## src/rtl/fetch_unit_pkg.sv

```systemverilog
// Shared constants and types for the instruction-fetch stage.
package fetch_unit_pkg;

   localparam int unsigned PC_WIDTH    = 32;
   localparam logic [31:0] RESET_PC    = 32'h0000_0000;
   localparam int unsigned PC_STEP     = 4;
   localparam int unsigned INSTR_WIDTH = 32;

   // Instruction field positions handed to the control decoder
   localparam int unsigned OPC_MSB   = 31;
   localparam int unsigned OPC_LSB   = 27;
   localparam int unsigned OPC_WIDTH = OPC_MSB - OPC_LSB + 1;
   localparam int unsigned IBIT      = 26;

   typedef enum logic [1:0] {
      S_IDLE = 2'd0,
      S_REQ  = 2'd1,
      S_DROP = 2'd2
   } state_e;

endpackage

```

## src/rtl/fetch_unit_branch_resolve.sv

```systemverilog
// Resolves branch/call/return controls into a taken flag and redirect target.
module branch_resolve #(
   parameter int unsigned W = fetch_unit_pkg::PC_WIDTH
) (
   input  logic         br_valid,
   input  logic         is_beq,
   input  logic         is_bgt,
   input  logic         is_ubranch,
   input  logic         is_ret,
   input  logic         flag_e,
   input  logic         flag_gt,
   input  logic [W-1:0] branch_target,
   input  logic [W-1:0] ret_addr,
   output logic         taken_c,
   output logic [W-1:0] target_c
);

   always_comb begin
      taken_c  = br_valid & (is_ubranch | (is_beq & flag_e) | (is_bgt & flag_gt));
      target_c = is_ret ? ret_addr : branch_target;
   end

endmodule

```

## src/rtl/fetch_unit.sv

```systemverilog
// Instruction-fetch stage: owns the PC, issues held memory requests and
// presents one instruction slot to decode, with branch redirect and flush.
module fetch_unit #(
   parameter int unsigned          PC_WIDTH = fetch_unit_pkg::PC_WIDTH,
   parameter logic [PC_WIDTH-1:0]  RESET_PC = PC_WIDTH'(fetch_unit_pkg::RESET_PC),
   parameter int unsigned          PC_STEP  = fetch_unit_pkg::PC_STEP
) (
   input  logic                                  clk,
   input  logic                                  rst,
   output logic                                  imem_req,
   output logic [PC_WIDTH-1:0]                   imem_addr,
   input  logic                                  imem_ack,
   input  logic [fetch_unit_pkg::INSTR_WIDTH-1:0] imem_rdata,
   input  logic                                  stall,
   input  logic                                  br_valid,
   input  logic                                  is_beq,
   input  logic                                  is_bgt,
   input  logic                                  is_ubranch,
   input  logic                                  is_ret,
   input  logic                                  flag_e,
   input  logic                                  flag_gt,
   input  logic [PC_WIDTH-1:0]                   branch_target,
   input  logic [PC_WIDTH-1:0]                   ret_addr,
   output logic                                  if_valid,
   output logic [fetch_unit_pkg::INSTR_WIDTH-1:0] if_instr,
   output logic [PC_WIDTH-1:0]                   if_pc,
   output logic [fetch_unit_pkg::OPC_WIDTH-1:0]   if_opcode,
   output logic                                  if_i,
   output logic                                  redirect
);

   import fetch_unit_pkg::*;

   state_e                 state_q, state_d;
   logic [PC_WIDTH-1:0]    pc_q, pc_d;
   logic [PC_WIDTH-1:0]    addr_q, addr_d;
   logic                   if_valid_q, if_valid_d;
   logic [INSTR_WIDTH-1:0] if_instr_q, if_instr_d;
   logic [PC_WIDTH-1:0]    if_pc_q, if_pc_d;
   logic                   redirect_q, redirect_d;

   logic                   taken_c;
   logic [PC_WIDTH-1:0]    target_c;
   logic                   consume_c;
   logic                   imem_req_c;
   logic [PC_WIDTH-1:0]    imem_addr_c;

   branch_resolve #(.W(PC_WIDTH)) u_branch_resolve (
      .br_valid      (br_valid),
      .is_beq        (is_beq),
      .is_bgt        (is_bgt),
      .is_ubranch    (is_ubranch),
      .is_ret        (is_ret),
      .flag_e        (flag_e),
      .flag_gt       (flag_gt),
      .branch_target (branch_target),
      .ret_addr      (ret_addr),
      .taken_c       (taken_c),
      .target_c      (target_c)
   );

   assign consume_c = if_valid_q & ~stall;

   always_ff @(posedge clk or posedge rst) begin
      if (rst) begin
         state_q    <= S_IDLE;
         pc_q       <= RESET_PC;
         addr_q     <= RESET_PC;
         if_valid_q <= 1'b0;
         if_instr_q <= '0;
         if_pc_q    <= '0;
         redirect_q <= 1'b0;
      end else begin
         state_q    <= state_d;
         pc_q       <= pc_d;
         addr_q     <= addr_d;
         if_valid_q <= if_valid_d;
         if_instr_q <= if_instr_d;
         if_pc_q    <= if_pc_d;
         redirect_q <= redirect_d;
      end
   end

   // Next-state, request and slot update; a taken branch overrides everything below reset
   always_comb begin
      state_d     = state_q;
      pc_d        = pc_q;
      addr_d      = addr_q;
      if_valid_d  = if_valid_q;
      if_instr_d  = if_instr_q;
      if_pc_d     = if_pc_q;
      redirect_d  = 1'b0;
      imem_req_c  = 1'b0;
      imem_addr_c = pc_q;

      case (state_q)
         S_IDLE: begin
            state_d = S_REQ;
         end
         S_REQ: begin
            imem_req_c = ~(if_valid_q & stall);
            addr_d     = pc_q;
            if (taken_c) begin
               // Request already on the bus must be retired before the new PC is used
               if (imem_req_c & ~imem_ack) state_d = S_DROP;
            end else if (imem_req_c & imem_ack) begin
               if_instr_d = imem_rdata;
               if_pc_d    = pc_q;
               if_valid_d = 1'b1;
               pc_d       = pc_q + PC_WIDTH'(PC_STEP);
            end else if (consume_c) begin
               if_valid_d = 1'b0;
            end
         end
         S_DROP: begin
            imem_req_c  = 1'b1;
            imem_addr_c = addr_q;
            if (imem_ack) state_d = S_REQ;
         end
         default: begin
            state_d = S_IDLE;
         end
      endcase

      if (taken_c) begin
         pc_d       = target_c;
         if_valid_d = 1'b0;
         redirect_d = 1'b1;
      end
   end

   assign imem_req  = imem_req_c;
   assign imem_addr = imem_addr_c;
   assign if_valid  = if_valid_q;
   assign if_instr  = if_instr_q;
   assign if_pc     = if_pc_q;
   assign if_opcode = if_instr_q[OPC_MSB:OPC_LSB];
   assign if_i      = if_instr_q[IBIT];
   assign redirect  = redirect_q;

endmodule

```

## config.mk

```make
export PLATFORM = sky130hd
export DESIGN_NAME = fetch_unit
export DESIGN_NICKNAME = d
export VERILOG_FILES = /design/src/rtl/fetch_unit_pkg.sv /design/src/rtl/fetch_unit_branch_resolve.sv /design/src/rtl/fetch_unit.sv
export SDC_FILE = /design/constraint.sdc
export NUM_CORES = 1
export LEC_CHECK = 0
export CORE_ASPECT_RATIO = 0.5
export CORE_MARGIN = 2
export CORE_UTILIZATION = 36
export DETAILED_ROUTE_END_ITERATION = 8
export GPL_TIMING_DRIVEN = 0
export PLACE_DENSITY = 0.63
export SKIP_LAST_GASP = 1
export SYNTH_ARGS = -nofsm -noshare
export SYNTH_HDL_FRONTEND = slang
export SYNTH_SLANG_ARGS = --single-unit
```

## constraint.sdc

```tcl
create_clock -name clk -period 7.9 [get_ports clk]
set_clock_uncertainty 0.15 [all_clocks]
set_input_delay 1.58 -clock clk [delete_from_list [all_inputs] [get_ports clk]]
set_output_delay 1.58 -clock clk [all_outputs]
set_load 0.1 [all_outputs]
```

==> metrics.txt <==
status=finished clean; critical path required time=between 6 and 7 ns; synthesized net count=630; die footprint=approximately 19000 um2; antenna cells=0; via count=4880; fin nets=861; global route total overflow=0; Peak Freq=0.1876 GHz; I/O pins=212; Hold Path Origin=addr_q[4]$_DFFE_PP0P_; Synth-to-Final Area Change=48.26%; clock sinks=approximately 130; Slew HR=0.3167; post-synth cell types=37; crit path time final=~5.3 ns; Max-cap violations=0; initial antenna violation count=0; syn avg cell area=about 12 um2; crit path max fanout=10; DRT iter0 DRCs=181; post-CTS resize count=0; vias in the first global route=approximately 5100; Clk pin slew, worst setup/hold paths=roughly 0.06 ns; CP arrival=3.60 ns; first-pass GRT wire length=approximately 27000 um; Worst Setup Path Type=reg -> out; number of synthesized register bits=132; Post-CTS Setup Bufs=0; hold_buf cts=0; CTS root buffer=clkbuf_16; Inserted Clock Buffers=17; hpwl dp=12390 um; Ys Warns=0; htree depth=4; Initial Util=0.3663; Worst setup SP type=flip-flop; multi-input logic area=2809 um2; clk_lat worst skew=0.42 ns; DRC viols=0; vias per cell=4.895; clk buf depth=2; most frequent cells in the layout=clkdlybuf4s50_1, dfrtp_1, mux2_2; Reg area=3303 um2; CP Launch Point=state_q[0]$_DFFE_PP0P_; PortBufs=between 200 and 250; register area share after synthesis=0.5222; Detailed Route WL=16920 um; WL per Instance=~17 um; Mapped Cells=519; Synth Cell Area=between 6000 and 7000 um2; number of synthesized flops with an enable pin=0; Worst-Margin Slew=~1 ns; Main synth FF type=dfrtp_1; setup TNS=0 ns; async set or reset register ratio after synthesis=1.000; gr usage total=0.1887; Crit. End Element=output pin; Slew Viols, Final=0; DIE WIDTH=191.5 um; Rows=34; worst min-delay path category=reg -> reg; final period utilization=0.6749; commonest non-fill, non-tap cell in the layout=clkdlybuf4s50_1; Final Hold Viols=0; core area=roughly 17000 um2; Placer Congestion=0.7565; post-route ant nets=0; die boundary height=97.74 um; final setup violating endpoints=0; largest net degree at the start of global routing=between 80 and 90; share of layout cells above drive strength 1=0.2359; worst r2r src=state_q[1]$_DFFE_PP0P_; drt pass-1 iters=4; CTS tree=yes; RSZ-0062 raised after global routing=no; filler instances=~1500
synthesized netlist by cell type, drive strengths merged, types with 6 or more instances:
cell type  number  area (um2)
inv             7       26.28
nand2          24       92.59
nand3          11       67.57
nor2b          30       187.7
dfrtp         132        3303
a211oi         29       217.7
mux2          125        1408
xor2           11       96.34
xnor2          14       122.6
a21oi          27       135.1
buf            23       120.1
clkbuf         18       67.56
o21ai          11       55.05
nand4           6       37.54
stage by stage:
step                setup slack (ns)  std cells  hold slack [ns]  cell area [um2]    util
global placement              0.6378        964           0.3166             8731  0.5055
CTS                            2.594        997           0.3544             9379  0.5430
finish                         2.568        997           0.3482             9379  0.5430
floorplan                      2.644        519           0.2979             6326       -
global route                   2.385        997           0.3601             9379  0.5430
detailed placement             2.696        965           0.3399             8763  0.5074
metal layers:
layer / up-vias / track usage / share of wire
li1: 2326 / - / -
met1: 2418 / 0.2480 / 0.46
met2: 122 / 0.3060 / 0.47
met3: 14 / 0.05572 / 0.064
met4: 0 / 0.04911 / 0.0095
met5: - / 0 / 0
worst paths after layout:
| path | endpoint | depth (start not counted) | slack [ns] |
|---|---|---|---|
| max reg2reg | if_pc[7]$_DFFE_PP0P_ | 8 | 5.10 |
| min | addr_q[4]$_DFFE_PP0P_ | 1 | 0.35 |
| min reg2reg | addr_q[4]$_DFFE_PP0P_ | 1 | 0.35 |
| max | imem_addr[16] | 6 | 2.57 |
| max in group asynchronous | if_pc[16]$_DFFE_PP0P_ | 3 | 5.40 |
| min in group asynchronous | if_instr[2]$_DFFE_PP0P_ | 2 | 1.41 |
cell families after synthesis:
kind of cell             Yosys count  share of synthesized area
flip-flops                       132                     0.5222
multiplexers                     130                     0.2304
AND/OR/NAND/NOR                  103                    0.09513
AO/OA/AOI/OAI                     77                    0.07595
buffers and inverters             48                    0.03382
XOR/XNOR                          25                    0.03461
adder cells (fa/ha/maj)            4                   0.007912
flip-flops by register name, indices dropped and copies added (netlist names):
signal and cells:
if_instr 32, pc_q 32, if_pc 32, addr_q 32
redirect 1, state_q 2, if_valid 1
cell type report:
class / instances / share of cell area
inverters: 7 / 0.003335
flip-flops and latches: 132 / 0.3522
clock inverters: 14 / 0.01881
well taps: 234 / 0.03122
repair buffers: 212 / 0.2281
clock buffers: 18 / 0.04682
multi-input cells: 339 / 0.2995
plain buffers: 41 / 0.02001
critical path, cell delays in order, from the launching register on:
cell and delay (ns):
dfrtp_1 0.38, inv_1 0.10, ha_1 0.15, clkbuf_1 0.49, buf_1 0.61, mux2_2 0.28
clkdlybuf4s50_1 1.16
Power is not shown: default switching activity piles up to over one toggle a cycle in this logic, so the estimate is an artifact.
